## src/rtl/noc_vc_merge_arb_if.sv

```systemverilog
// Flit bus for the VC merge stage.
//
// Purpose: bundles the per-VC input handshake, the merged output handshake
// and the occupancy/grant status of noc_vc_merge_arb into one bus.
//
// Handshake rule (both sides): a transfer happens on a rising clock edge
// where valid and ready are both high. Valid may rise without waiting for
// ready. The input side here does not require valid to be held until
// accepted; the arbiter simply samples whatever is offered each cycle.
//
// Signals:
//   i_clear        synchronous flush of FIFO and packet lock
//   i_valid/i_last per-VC flit valid / last-of-packet
//   i_flit         per-VC flit payload, packed [CHANNELS-1:0][DATA_WIDTH-1:0]
//   o_ready        per-VC accept, at most one bit high
//   o_valid/o_flit/o_last/o_vc_id  merged output flit and its source VC
//   i_ready        downstream accept
//   o_grant        current one-hot grant
//   o_count/o_almost_full/o_full   FIFO occupancy for credit flow control
//
// Modports: master = flit source/sink side, slave = the merge stage.
interface noc_vc_merge_arb_if #(
  parameter int CHANNELS   = 4,
  parameter int DATA_WIDTH = 64,
  parameter int DEPTH      = 8,
  parameter int VC_ID_W    = (CHANNELS > 2) ? $clog2(CHANNELS) : 1
);
  localparam int CNT_W = $clog2(DEPTH + 1);

  logic                                 i_clear;
  logic [CHANNELS-1:0]                  i_valid;
  logic [CHANNELS-1:0]                  i_last;
  logic [CHANNELS-1:0][DATA_WIDTH-1:0]  i_flit;
  logic [CHANNELS-1:0]                  o_ready;
  logic                                 o_valid;
  logic [DATA_WIDTH-1:0]                o_flit;
  logic                                 o_last;
  logic [VC_ID_W-1:0]                   o_vc_id;
  logic                                 i_ready;
  logic [CHANNELS-1:0]                  o_grant;
  logic [CNT_W-1:0]                     o_count;
  logic                                 o_almost_full;
  logic                                 o_full;

  modport master (
    output i_clear, i_valid, i_last, i_flit, i_ready,
    input  o_ready, o_valid, o_flit, o_last, o_vc_id, o_grant,
           o_count, o_almost_full, o_full
  );

  modport slave (
    input  i_clear, i_valid, i_last, i_flit, i_ready,
    output o_ready, o_valid, o_flit, o_last, o_vc_id, o_grant,
           o_count, o_almost_full, o_full
  );
endinterface

```

## src/rtl/noc_vc_merge_arb.sv

```systemverilog
// Virtual-channel merge stage.
//
// Purpose: merges CHANNELS VC flit streams into one output stream through a
// round-robin arbiter (optionally holding the grant for a whole packet) and
// a first-word-fall-through FIFO whose entries carry {vc_id, last, flit}.
//
// Ports:
//   noc_clk         clock
//   noc_rst         synchronous active-high reset
//   bus             noc_vc_merge_arb_if.slave (handshakes and status)
//   dbg_lock_state  1 while the arbiter holds a packet lock
module noc_vc_merge_arb #(
  parameter int CHANNELS    = 4,
  parameter int DATA_WIDTH  = 64,
  parameter int DEPTH       = 8,
  parameter int THRESHOLD   = DEPTH - 2,
  parameter int PACKET_LOCK = 1,
  parameter int VC_ID_W     = (CHANNELS > 2) ? $clog2(CHANNELS) : 1
) (
  input  logic                     noc_clk,
  input  logic                     noc_rst,
  noc_vc_merge_arb_if.slave        bus,
  output logic                     dbg_lock_state
);
  localparam int CNT_W = $clog2(DEPTH + 1);
  localparam int PTR_W = $clog2(DEPTH);
  localparam int ENT_W = VC_ID_W + 1 + DATA_WIDTH;

  typedef enum logic {ST_OPEN = 1'b0, ST_LOCKED = 1'b1} lock_state_t;

  lock_state_t         state_q, state_d;
  logic [VC_ID_W-1:0]  lock_vc_q, lock_vc_d;
  logic [VC_ID_W-1:0]  rr_q, rr_d;
  logic [VC_ID_W-1:0]  gnt_idx, gnt_next;
  logic                gnt_found;
  int                  cand;
  logic [CHANNELS-1:0] grant, ready;
  logic                accept_en, push, push_last, pop, full, empty, out_valid;

  logic [ENT_W-1:0]    mem [DEPTH];
  logic [ENT_W-1:0]    head;
  logic [PTR_W-1:0]    wr_ptr, rd_ptr;
  logic [CNT_W-1:0]    count;

  // Grant: the locked VC while a packet is in flight, otherwise the first
  // valid VC at or after the round-robin pointer (wrapping past CHANNELS-1).
  always_comb begin
    gnt_found = 1'b0;
    gnt_idx   = '0;
    cand      = 0;
    if (state_q == ST_LOCKED) begin
      gnt_found = 1'b1;
      gnt_idx   = lock_vc_q;
    end else begin
      for (int k = 0; k < CHANNELS; k++) begin
        cand = int'(rr_q) + k;
        if (cand >= CHANNELS) cand = cand - CHANNELS;
        if (!gnt_found && bus.i_valid[cand]) begin
          gnt_found = 1'b1;
          gnt_idx   = VC_ID_W'(cand);
        end
      end
    end
  end

  always_comb begin
    grant = '0;
    for (int c = 0; c < CHANNELS; c++) begin
      grant[c] = gnt_found && (gnt_idx == VC_ID_W'(c));
    end
  end

  assign gnt_next  = (gnt_idx == VC_ID_W'(CHANNELS - 1)) ? '0 : gnt_idx + 1'b1;
  assign full      = (count == CNT_W'(DEPTH));
  assign empty     = (count == '0);
  // No pass-through: a pop in the same cycle does not free a slot when full.
  assign accept_en = ~full & ~bus.i_clear & ~noc_rst;
  assign ready     = grant & {CHANNELS{accept_en}};
  assign push      = |(bus.i_valid & ready);
  assign push_last = bus.i_last[gnt_idx];
  assign pop       = ~empty & bus.i_ready;

  // Lock / round-robin next state.
  always_comb begin
    state_d   = state_q;
    lock_vc_d = lock_vc_q;
    rr_d      = rr_q;
    if (push) begin
      if (PACKET_LOCK != 0) begin
        if (push_last) begin
          state_d = ST_OPEN;
          rr_d    = gnt_next;
        end else begin
          state_d   = ST_LOCKED;
          lock_vc_d = gnt_idx;
        end
      end else begin
        rr_d = gnt_next;
      end
    end
  end

  // Clear flushes the lock but keeps the round-robin position.
  always_ff @(posedge noc_clk) begin
    if (noc_rst) begin
      state_q   <= ST_OPEN;
      lock_vc_q <= '0;
      rr_q      <= '0;
    end else if (bus.i_clear) begin
      state_q   <= ST_OPEN;
      lock_vc_q <= '0;
    end else begin
      state_q   <= state_d;
      lock_vc_q <= lock_vc_d;
      rr_q      <= rr_d;
    end
  end

  always_ff @(posedge noc_clk) begin
    if (noc_rst || bus.i_clear) begin
      wr_ptr <= '0;
      rd_ptr <= '0;
      count  <= '0;
    end else begin
      if (push) wr_ptr <= wr_ptr + 1'b1;
      if (pop)  rd_ptr <= rd_ptr + 1'b1;
      count <= count + CNT_W'(push) - CNT_W'(pop);
    end
  end

  // Storage needs no reset: the count gates every read.
  always_ff @(posedge noc_clk) begin
    if (push) mem[wr_ptr] <= {gnt_idx, push_last, bus.i_flit[gnt_idx]};
  end

  assign head      = mem[rd_ptr];
  assign out_valid = ~noc_rst & ~empty;

  assign bus.o_ready       = ready;
  assign bus.o_grant       = noc_rst ? '0 : grant;
  assign bus.o_valid       = out_valid;
  assign bus.o_flit        = out_valid ? head[DATA_WIDTH-1:0] : '0;
  assign bus.o_last        = out_valid & head[DATA_WIDTH];
  assign bus.o_vc_id       = out_valid ? head[ENT_W-1 -: VC_ID_W] : '0;
  assign bus.o_count       = noc_rst ? '0 : count;
  assign bus.o_full        = ~noc_rst & full;
  assign bus.o_almost_full = ~noc_rst & (count >= CNT_W'(THRESHOLD));
  assign dbg_lock_state    = ~noc_rst & (state_q == ST_LOCKED);
endmodule
```

## src/flat_wrapper.sv

```systemverilog
// flat-port wrapper written by rule: the top's interface ports become plain ports
module noc_vc_merge_arb_flat 
#(
  parameter int CHANNELS    = 4,
  parameter int DATA_WIDTH  = 64,
  parameter int DEPTH       = 8,
  parameter int THRESHOLD   = DEPTH - 2,
  parameter int PACKET_LOCK = 1,
  parameter int VC_ID_W     = (CHANNELS > 2) ? $clog2(CHANNELS) : 1
)
  (noc_clk, noc_rst, dbg_lock_state, bus_i_clear, bus_i_valid, bus_i_last, bus_i_flit, bus_i_ready, bus_o_ready, bus_o_valid, bus_o_flit, bus_o_last, bus_o_vc_id, bus_o_grant, bus_o_count, bus_o_almost_full, bus_o_full);
  noc_vc_merge_arb_if #(.CHANNELS(CHANNELS), .DATA_WIDTH(DATA_WIDTH), .DEPTH(DEPTH), .VC_ID_W(VC_ID_W)) bus_i ();
  input  logic noc_clk;
  input  logic noc_rst;
  output logic dbg_lock_state;
  input wire logic [$bits(bus_i.i_clear)-1:0] bus_i_clear;
  input wire logic [$bits(bus_i.i_valid)-1:0] bus_i_valid;
  input wire logic [$bits(bus_i.i_last)-1:0] bus_i_last;
  input wire logic [$bits(bus_i.i_flit)-1:0] bus_i_flit;
  input wire logic [$bits(bus_i.i_ready)-1:0] bus_i_ready;
  output wire logic [$bits(bus_i.o_ready)-1:0] bus_o_ready;
  output wire logic [$bits(bus_i.o_valid)-1:0] bus_o_valid;
  output wire logic [$bits(bus_i.o_flit)-1:0] bus_o_flit;
  output wire logic [$bits(bus_i.o_last)-1:0] bus_o_last;
  output wire logic [$bits(bus_i.o_vc_id)-1:0] bus_o_vc_id;
  output wire logic [$bits(bus_i.o_grant)-1:0] bus_o_grant;
  output wire logic [$bits(bus_i.o_count)-1:0] bus_o_count;
  output wire logic [$bits(bus_i.o_almost_full)-1:0] bus_o_almost_full;
  output wire logic [$bits(bus_i.o_full)-1:0] bus_o_full;
  assign bus_i.i_clear = bus_i_clear;
  assign bus_i.i_valid = bus_i_valid;
  assign bus_i.i_last = bus_i_last;
  assign bus_i.i_flit = bus_i_flit;
  assign bus_i.i_ready = bus_i_ready;
  assign bus_o_ready = bus_i.o_ready;
  assign bus_o_valid = bus_i.o_valid;
  assign bus_o_flit = bus_i.o_flit;
  assign bus_o_last = bus_i.o_last;
  assign bus_o_vc_id = bus_i.o_vc_id;
  assign bus_o_grant = bus_i.o_grant;
  assign bus_o_count = bus_i.o_count;
  assign bus_o_almost_full = bus_i.o_almost_full;
  assign bus_o_full = bus_i.o_full;
  noc_vc_merge_arb #(.CHANNELS(CHANNELS), .DATA_WIDTH(DATA_WIDTH), .DEPTH(DEPTH), .THRESHOLD(THRESHOLD), .PACKET_LOCK(PACKET_LOCK), .VC_ID_W(VC_ID_W)) u_core (.noc_clk(noc_clk), .noc_rst(noc_rst), .bus(bus_i), .dbg_lock_state(dbg_lock_state));
endmodule
```

## config.mk

```make
export PLATFORM = sky130hd
export DESIGN_NAME = noc_vc_merge_arb_flat
export DESIGN_NICKNAME = d
export VERILOG_FILES = /design/src/rtl/noc_vc_merge_arb_if.sv /design/src/rtl/noc_vc_merge_arb.sv /design/src/flat_wrapper.sv
export SDC_FILE = /design/constraint.sdc
export NUM_CORES = 1
export LEC_CHECK = 0
export BUFFER_PORTS_ARGS = -buffer_cell sky130_fd_sc_hd__buf_2
export CORE_ASPECT_RATIO = 2
export CORE_UTILIZATION = 50
export DETAILED_ROUTE_END_ITERATION = 10
export PLACE_DENSITY = 0.7
export SYNTH_ARGS = -nofsm -noshare
export SYNTH_HDL_FRONTEND = slang
export SYNTH_SLANG_ARGS = --single-unit
```

## constraint.sdc

```tcl
create_clock -name noc_clk -period 14.1 [get_ports noc_clk]
set_input_delay 4.23 -clock noc_clk [delete_from_list [all_inputs] [get_ports noc_clk]]
set_output_delay 4.23 -clock noc_clk [all_outputs]
set_load 0.03 [all_outputs]
```

==> impl_metrics.json, run 1 <==
{
  "status": "complete, no violations",
  "fp.dieH_um": 308,
  "r2r_cells": 7,
  "avgSynthCellArea_um2": 18.3,
  "ios": 351,
  "netlist_area_mm2": 0.0235,
  "r2r_end": "u_core.mem[3][31]",
  "pwr-share-clk_pct": 30.7,
  "mostFrequentLayoutCell": "edfxtp_1",
  "synth-edff-count": 536,
  "rsz0062_at_grt": "false",
  "drc": 0,
  "clk_latency_ps": 550,
  "core_area_mm2": 0.0461,
  "drv_cap": 0,
  "via_count": 12700,
  "final_cell_mix": "536 x edfxtp_1, 350 x buf_2, 158 x nor2_1",
  "io_buffers": 350,
  "power_frac_comb_pct": 20.1,
  "initial_core_util_pct": 50.9,
  "ys_ff_latch": 554,
  "final_antenna_net_count": 0,
  "path_clk_slew_ps": 60,
  "wirelength_um": 48900,
  "hpwl_um": 28800,
  "ys_warn_count": 0,
  "grt_pass1_vias": 13300,
  "num_rows": 111,
  "cts-hold-fix-buffers": 0,
  "synthFlopType": "edfxtp_1",
  "antenna_found_initial": 0,
  "clock-root-buffer": "clkbuf_16",
  "critPathRequiredTime_ps": 9870,
  "dieArea_mm2": 0.0479,
  "hold_path.class": "flop to flop",
  "drtPass1Iterations": 5,
  "post_cts.repair.setup_buffers": 0,
  "endpoint_kind": "primary output",
  "synth_cell_types": 43,
  "regToRegStartpoint": "u_core.state_q",
  "synth_fp_nets": 1562,
  "die_w_um": 155,
  "cts-htree-levels": 2,
  "powerDensity_mw_per_mm2": 147,
  "switchingPower_uw": 1090,
  "critPathLaunch": "bus_i_valid[2]",
  "crit_fanout": 57,
  "hold_viol_final": 0,
  "r2r_slack_ps": 10000,
  "leakage_uw": 0.00933,
  "slew_viol_final": 0,
  "period_share_pct": 77.0,
  "cts_resized": 0,
  "switching_share_pct": 27.0,
  "seqPwrFrac_pct": 49.2,
  "antennaDiodeCount": 0,
  "start_kind": "input port",
  "place_ws_ps": 3210,
  "fin_nets": 1905,
  "yosysSeqAreaShare_pct": 70.1,
  "power.internal_uw": 2940,
  "drt_iter0_drc": 759,
  "synthCells": 1283,
  "async_reset_ff_share_pct": 0,
  "grt.overflow.total": 0,
  "grt_max_degree": 69,
  "crit_end": "bus_o_grant[1]",
  "setup_viol_count_final": 0,
  "finalCriticalPeriod_ps": 10860,
  "grt_use_total_pct": 20.9,
  "clock.fmax_mhz": 92.1,
  "fin_setup_tns_ps": 0,
  "skew_ps": 16.5,
  "max-clock-path-buffers": 3,
  "cts_buffers": 45,
  "drive_gt1_share_pct": 39.4,
  "cp.arrival_ps": 6630,
  "cts.sinks": 554,
  "routedWlPerCell_um": 21.4,
  "slew_headroom_pct": 29.5,
  "grt_pass1_wl_um": 74300,
  "avgViaCountPerCell": 5.54,
  "worst_slack_ps": 3240,
  "timing_worst_setup_path_type": "input port to primary output",
  "areaGrowthSynthToFinish_pct": 16.7,
  "cts_tree": "yes",
  "worst_slew_pin_slew_ps": 1060,
  "vdd_drop_max_mv": 0.156,
  "gp_congestion": 0.734
}
## power by group through the flow
stage / sequential (uW) / clock (uW) / combinational, uW
finish: 1980 / 1240 / 808
global route: 1980 / 1310 / 884
CTS: 1980 / 1260 / 828
detailed placement: 2020 / 0 / 826
global placement: 2010 / 0 / 800
floorplan: 2010 / 0 / 588
## layout make-up
cell class | count | area (um2)
Clock buffer | 58 | 1220
Clock inverter | 25 | 220
Fill cell | 3490 | 18700
Inverter | 12 | 45.0
Multi-Input combinational cell | 638 | 6710
Sequential cell | 554 | 16500
Tap cell | 621 | 777
Timing Repair Buffer | 375 | 1940
## synthesized netlist by cell type, drive strengths merged (2+ instances only)
library cell / n / area (um2)
nor3: 4 / 20.0
nand2: 14 / 52.6
dfxtp: 18 / 360
and2: 4 / 25.0
ha: 10 / 125
mux4: 134 / 3020
nand2b: 3 / 18.8
buf: 41 / 181
a32o: 2 / 20.0
a21oi: 66 / 330
mux2i: 136 / 1360
mux2: 66 / 743
o211a: 2 / 20.0
nor2b: 6 / 37.5
nor3b: 4 / 30.0
o21ai: 3 / 18.8
xnor2: 3 / 26.3
inv: 12 / 45.0
a21o: 4 / 30.0
edfxtp: 536 / 16100
nor4b: 2 / 17.5
o31ai: 2 / 20.0
nor2: 159 / 597
xor2: 2 / 17.5
clkbuf: 38 / 143
## layer usage
layer	routed length [um]	vias to the layer above	track usage, %
met5	0	-	0
met4	1270	0	6.98
met3	2010	69	2.07
met2	26600	401	38.7
met1	19000	6407	25.2
li1	-	5777	-
## sequential cells by signal, summed over array words and instances, names as in the netlist, named ones only
| signal | cells |
|---|---|
| u_core.mem | 536 |
| u_core.count | 4 |
| u_core.rd_ptr | 3 |
| u_core.wr_ptr | 3 |
| u_core.lock_vc_q | 2 |
| u_core.rr_q | 2 |
| u_core.state_q | 1 |
## logic make-up after synthesis
group | after synthesis | synth area share (%)
flip-flops | 554 | 70.1
multiplexers | 336 | 21.8
AND/OR/NAND/NOR | 201 | 3.54
AO/OA/AOI/OAI | 85 | 2.12
adder cells (fa/ha/maj) | 11 | 0.619
XOR/XNOR | 5 | 0.187
buffers and inverters | 91 | 1.57
## worst max-delay path: stages
cell and delay [ps]:
buf_2 140, nor2b_1 170, o21ai_2 190, a32o_4 660, buf_4 730, nor3b_1 250, buf_2 220
## worst min-delay path by stage
| stage | depth (start not counted) | start | slack [ps] | endpoint |
|---|---|---|---|---|
| 3_3_place_gp | 2 | u_core.rr_q[0] | 480 | u_core.rr_q[0] |
| 5_1_grt | 2 | u_core.rr_q[0] | 540 | u_core.rr_q[0] |
| 3_5_place_dp | 2 | u_core.rr_q[0] | 500 | u_core.rr_q[0] |
| 4_1_cts | 2 | u_core.rr_q[0] | 510 | u_core.rr_q[0] |
| 6_report | 2 | u_core.rr_q[0] | 510 | u_core.rr_q[0] |
| 2_1_floorplan | 2 | u_core.lock_vc_q[0] | 460 | u_core.lock_vc_q[0] |
## metrics by stage
step	utilization (%)	instances	total power [uW]	hold WS [ps]	cell area, um2
2_1_floorplan	-	1283	2590	460	23500
3_3_place_gp	56.3	2200	2810	480	25900
3_5_place_dp	56.3	2200	2840	499	25900
4_1_cts	59.4	2283	4070	509	27400
5_1_grt	59.4	2283	4180	544	27400
6_report	59.4	2283	4020	510	27400
No activity file was read; power rests on OpenSTA's default activity.
==> inputs of run 2 (changes only) <==
==> constraint.sdc (replaced) <==
create_clock -name noc_clk -period 10.1 [get_ports noc_clk]
set_input_delay 3.03 -clock noc_clk [delete_from_list [all_inputs] [get_ports noc_clk]]
set_output_delay 3.03 -clock noc_clk [all_outputs]
set_load 0.03 [all_outputs]
==> run 2 against run 1 <==
  * Final cell count about the same
  * Die area unchanged
  * Clock power increased by 56%
  * Critical path depth increased by 2
  * Flip-flop and latch count unchanged
  * Non-clock buffer count decreased by 3
  * Sequential share of layout area decreased by 0.56 points
  * Combinational power increased by 39%
  * Via count increased by 0.10%
==> impl_metrics.json, run 2 (synthesis gave the netlist of run 1 again) <==
{
  "avgViaCountPerCell": 5.55,
  "max-clock-path-buffers": 3,
  "period_share_pct": 77.0,
  "worst_slew_pin_slew_ps": 1110,
  "power_frac_comb_pct": 19.2,
  "min_from": "u_core.rr_q[0]",
  "drt_iter0_drc": 760,
  "grt_max_degree": 144,
  "gp_congestion": 0.770,
  "critPathRequiredTime_ps": 7070,
  "switchingPower_uw": 1540,
  "cts.sinks": 554,
  "antennaDiodeCount": 0,
  "mostFrequentLayoutCell": "edfxtp_1",
  "grt.overflow.total": 0,
  "min_path_cells": 2,
  "finalPower_uw": 5830,
  "fillers": 3555,
  "clock-root-buffer": "clkbuf_16",
  "endpoint_kind": "primary output",
  "hold_viol_final": 0,
  "fp.dieH_um": 308,
  "powerDensity_mw_per_mm2": 211,
  "cts_resized": 0,
  "num_rows": 111,
  "finalCriticalPeriod_ps": 7780,
  "crit_buf_inv": 3,
  "skew_ps": 19.2,
  "path_clk_slew_ps": 60,
  "core_area_mm2": 0.0461,
  "ios": 351,
  "slowest_stage": "buf_12",
  "cts-hold-fix-buffers": 0,
  "slew_headroom_pct": 25.7,
  "grt_pass1_vias": 13200,
  "routedWlPerCell_um": 21.5,
  "status": "complete, no violations",
  "largest_register_ffs": 536,
  "post_cts.repair.setup_buffers": 0,
  "drtPass1Iterations": 5,
  "rsz0062_at_grt": "false",
  "hold_path.class": "flop to flop",
  "initial_core_util_pct": 50.9,
  "crit_path_max_incr_delay_ps": 480,
  "regMostFlops": "u_core.mem",
  "timing_worst_setup_path_type": "input port to primary output",
  "leakage_uw": 0.00942,
  "switching_share_pct": 26.4,
  "crit_cells": 9,
  "regToRegStartpoint": "u_core.state_q",
  "crit_chain": "buf_2 -> nor2b_1 -> a311oi_2 -> o31ai_4 -> buf_12 -> nor2_1 -> nand2_1 -> nor2_1 -> buf_2",
  "final_antenna_net_count": 0,
  "r2r_cells": 8,
  "hpwl_um": 28100,
  "cts_tree": "yes",
  "drv_cap": 0,
  "power.internal_uw": 4290,
  "die_w_um": 155,
  "drc": 0,
  "wirelength_um": 49200,
  "final_cell_mix": "536 x edfxtp_1, 350 x buf_2, 158 x nor2_1",
  "crit_fanout": 143,
  "clock.fmax_mhz": 129,
  "areaGrowthSynthToFinish_pct": 17.8,
  "grt_use_total_pct": 20.9,
  "fin_setup_tns_ps": 0,
  "drive_gt1_share_pct": 39.9,
  "cp_top_family": "buffers and inverters",
  "vdd_drop_max_mv": 0.241,
  "grt_pass1_wl_um": 74500,
  "io_buffers": 350,
  "fin_nets": 1903,
  "seqPwrFrac_pct": 47.5,
  "clk_latency_ps": 560,
  "cts-htree-levels": 2,
  "multiInputGateArea_mm2": 0.00674,
  "critPathLaunch": "bus_i_valid[2]",
  "slew_viol_final": 0,
  "top_regs": "u_core.mem x536, u_core.count x4",
  "dieArea_mm2": 0.0479,
  "cp.arrival_ps": 4750,
  "start_kind": "input port",
  "cts_buffers": 46,
  "ff_latch_area_mm2": 0.0165,
  "via_count": 12700,
  "antenna_found_initial": 0,
  "pwr-share-clk_pct": 33.3,
  "setup_viol_count_final": 0
}
-- run 2: cell type report --
type	count	share of cell area [%]
flip-flops and latches	554	59.6
well taps	621	2.81
inverters	12	0.163
multi-input cells	638	24.4
repair buffers	372	7.03
clock buffers	55	4.52
clock inverters	30	1.52
-- run 2: final timing paths --
kind,to,slack [ps]
max reg2reg,u_core.mem[6][36],5630
min reg2reg,u_core.rr_q[0],530
max,bus_o_grant[0],2320
min,u_core.rr_q[0],530
-- run 2: stage by stage --
stage / setup WS, ps / std cells / cell area [um2] / util [%] / hold WS, ps
after global placement: 2390 / 2197 / 26000 / 56.3 / 484
after CTS: 2310 / 2282 / 27600 / 59.9 / 526
after floorplan: 347 / 1283 / 23500 / - / 460
after detailed placement: 2320 / 2197 / 26000 / 56.3 / 516
final: 2320 / 2282 / 27600 / 59.9 / 529
after global routing: 2160 / 2282 / 27600 / 59.9 / 547
-- run 2: worst reg2reg max path, delay by kind of cell, from the launching register on --
| kind | cells | cell delay [ps] |
|---|---|---|
| simple gates | 3 | 770 |
| buf+inv | 2 | 1720 |
| compound gates | 2 | 740 |
| flops | 1 | 460 |
| mux | 1 | 340 |
-- run 2: per-layer routing --
layer | wire, um | global-route usage [%] | up-vias
li1 | - | - | 5773
met1 | 19000 | 25.3 | 6402
met2 | 26800 | 38.9 | 418
met3 | 2160 | 2.12 | 74
met4 | 1230 | 6.70 | 0
met5 | 0 | 0 | -
-- run 2: power by group through the flow --
stage | clock (uW) | sequential (uW) | combinational [uW]
floorplan | 0 | 2800 | 821
global placement | 0 | 2810 | 1110
detailed placement | 0 | 2820 | 1140
CTS | 1980 | 2770 | 1150
global route | 2050 | 2770 | 1230
finish | 1940 | 2770 | 1120
==> inputs of run 3 (changes only) <==
==> constraint.sdc (replaced) <==
create_clock -name noc_clk -period 7.8 [get_ports noc_clk]
set_input_delay 2.34 -clock noc_clk [delete_from_list [all_inputs] [get_ports noc_clk]]
set_output_delay 2.34 -clock noc_clk [all_outputs]
set_load 0.03 [all_outputs]
==> run 3 against run 2 <==
  * Clock skew fell by 9.0 ps
  * Non-clock buffer count grew 1
  * Largest cell class unchanged
  * Flip-flop and latch count unchanged
  * Setup slack lost 630 ps
  * Sequential share of layout area increased by 0.40 points
  * Hold slack got worse by 7.1 ps
==> impl_metrics.json, run 3 (synthesis gave the netlist of run 1 again) <==
{
  "critPathRequiredTime_ps": 5460,
  "fin_setup_tns_ps": 0,
  "areaGrowthSynthToFinish_pct": 17.0,
  "mostFrequentLayoutCell": "edfxtp_1",
  "max-clock-path-buffers": 3,
  "grt_max_degree": 78,
  "final_area_mm2": 0.0275,
  "endpoint_kind": "primary output",
  "status": "complete, no violations",
  "worst_slack_ps": 1690,
  "antenna_found_initial": 0,
  "slew_viol_final": 0,
  "num_rows": 111,
  "start_kind": "input port",
  "drtPass1Iterations": 4,
  "final_cells": 2277,
  "grt_pass1_wl_um": 74200,
  "cts_tree": "yes",
  "die_w_um": 155,
  "cts.sinks": 554,
  "crit_fanout": 25,
  "drive_gt1_share_pct": 39.0,
  "skew_ps": 10.2,
  "utilization_pct": 59.5,
  "dieArea_mm2": 0.0479,
  "post_cts.repair.setup_buffers": 0,
  "placed_area_mm2": 0.0260,
  "grt_use_total_pct": 21.0,
  "setup_viol_count_final": 0,
  "worst_slew_pin_slew_ps": 1170,
  "grt_pass1_vias": 13100,
  "io_buffers": 350,
  "period_share_pct": 78.3,
  "path_clk_slew_ps": 70,
  "via_count": 12600,
  "drv_cap": 0,
  "finalCriticalPeriod_ps": 6110,
  "cts-hold-fix-buffers": 0,
  "slew_headroom_pct": 22.1,
  "cp.arrival_ps": 3770,
  "vdd_drop_max_mv": 0.209,
  "place_ws_ps": 1670,
  "top_regs": "u_core.mem x536, u_core.count x4",
  "drt_iter0_drc": 843,
  "leakage_uw": 0.00932,
  "fillers": 3497,
  "fin_nets": 1902,
  "cts_resized": 0,
  "rsz0062_at_grt": "false",
  "routedWlPerCell_um": 21.6,
  "hold_path.class": "flop to flop",
  "cts-htree-levels": 2,
  "dp_cells": 2198,
  "wirelength_um": 49200,
  "clock-root-buffer": "clkbuf_16",
  "cts_buffers": 44,
  "timing_worst_setup_path_type": "input port to primary output",
  "ios": 351,
  "gp_congestion": 0.746,
  "fp.dieH_um": 308,
  "powerDensity_mw_per_mm2": 265,
  "hpwl_um": 28900,
  "antennaDiodeCount": 0,
  "largest_register_ffs": 536,
  "core_area_mm2": 0.0461,
  "grt.overflow.total": 0,
  "avgViaCountPerCell": 5.52,
  "drc": 0,
  "clock.fmax_mhz": 164,
  "final_cell_mix": "536 x edfxtp_1, 350 x buf_2, 158 x nor2_1",
  "final_antenna_net_count": 0,
  "clk_latency_ps": 540,
  "initial_core_util_pct": 50.9,
  "regMostFlops": "u_core.mem",
  "hold_viol_final": 0
}
-- run 3: metal layers --
layer | track usage [%] | wire (um)
met4 | 6.16 | 1160
met2 | 39.2 | 26800
met1 | 25.4 | 19200
met3 | 2.12 | 2040
met5 | 0 | 0
-- run 3: final cells by class --
type	count	area, um2	share of cell area (%)
multi-input cells	638	6740	24.5
well taps	621	777	2.83
inverters	12	45.0	0.164
clock buffers	56	1170	4.25
repair buffers	373	2000	7.28
clock inverters	23	256	0.934
flip-flops and latches	554	16500	60.0
-- run 3: through the flow --
step / total power [uW] / hold slack (ps)
floorplan: 4680 / 460
global placement: 5090 / 503
detailed placement: 5140 / 506
CTS: 7350 / 521
global route: 7560 / 547
finish: 7280 / 522
-- run 3: worst paths after layout --
path | start | endpoint | slack, ps | depth (start not counted)
worst max-delay path | bus_i_valid[2] | bus_o_grant[0] | 1690 | 8
worst max register to register | u_core.state_q | u_core.mem[5][7] | 3890 | 8
worst min-delay path | u_core.rr_q[0] | u_core.rr_q[0] | 520 | 2
worst min register to register | u_core.rr_q[0] | u_core.rr_q[0] | 520 | 2
-- run 3: worst max-delay path: stages --
cell	delay (ps)
buf_2	130
nor2b_1	270
o21ai_2	130
a32o_4	410
nor2_1	120
nand2_1	70
nor2_1	90
buf_2	200
-- run 3: power by group --
| part | switching [uW] | total, uW | internal, uW | leakage (uW) |
|---|---|---|---|---|
| Combinational | 920 | 1460 | 536 | 0.00367 |
| Sequential | 42.1 | 3580 | 3540 | 0.00497 |
| Clock | 985 | 2240 | 1260 | 0.000688 |
| Total | 1950 | 7280 | 5330 | 0.00932 |
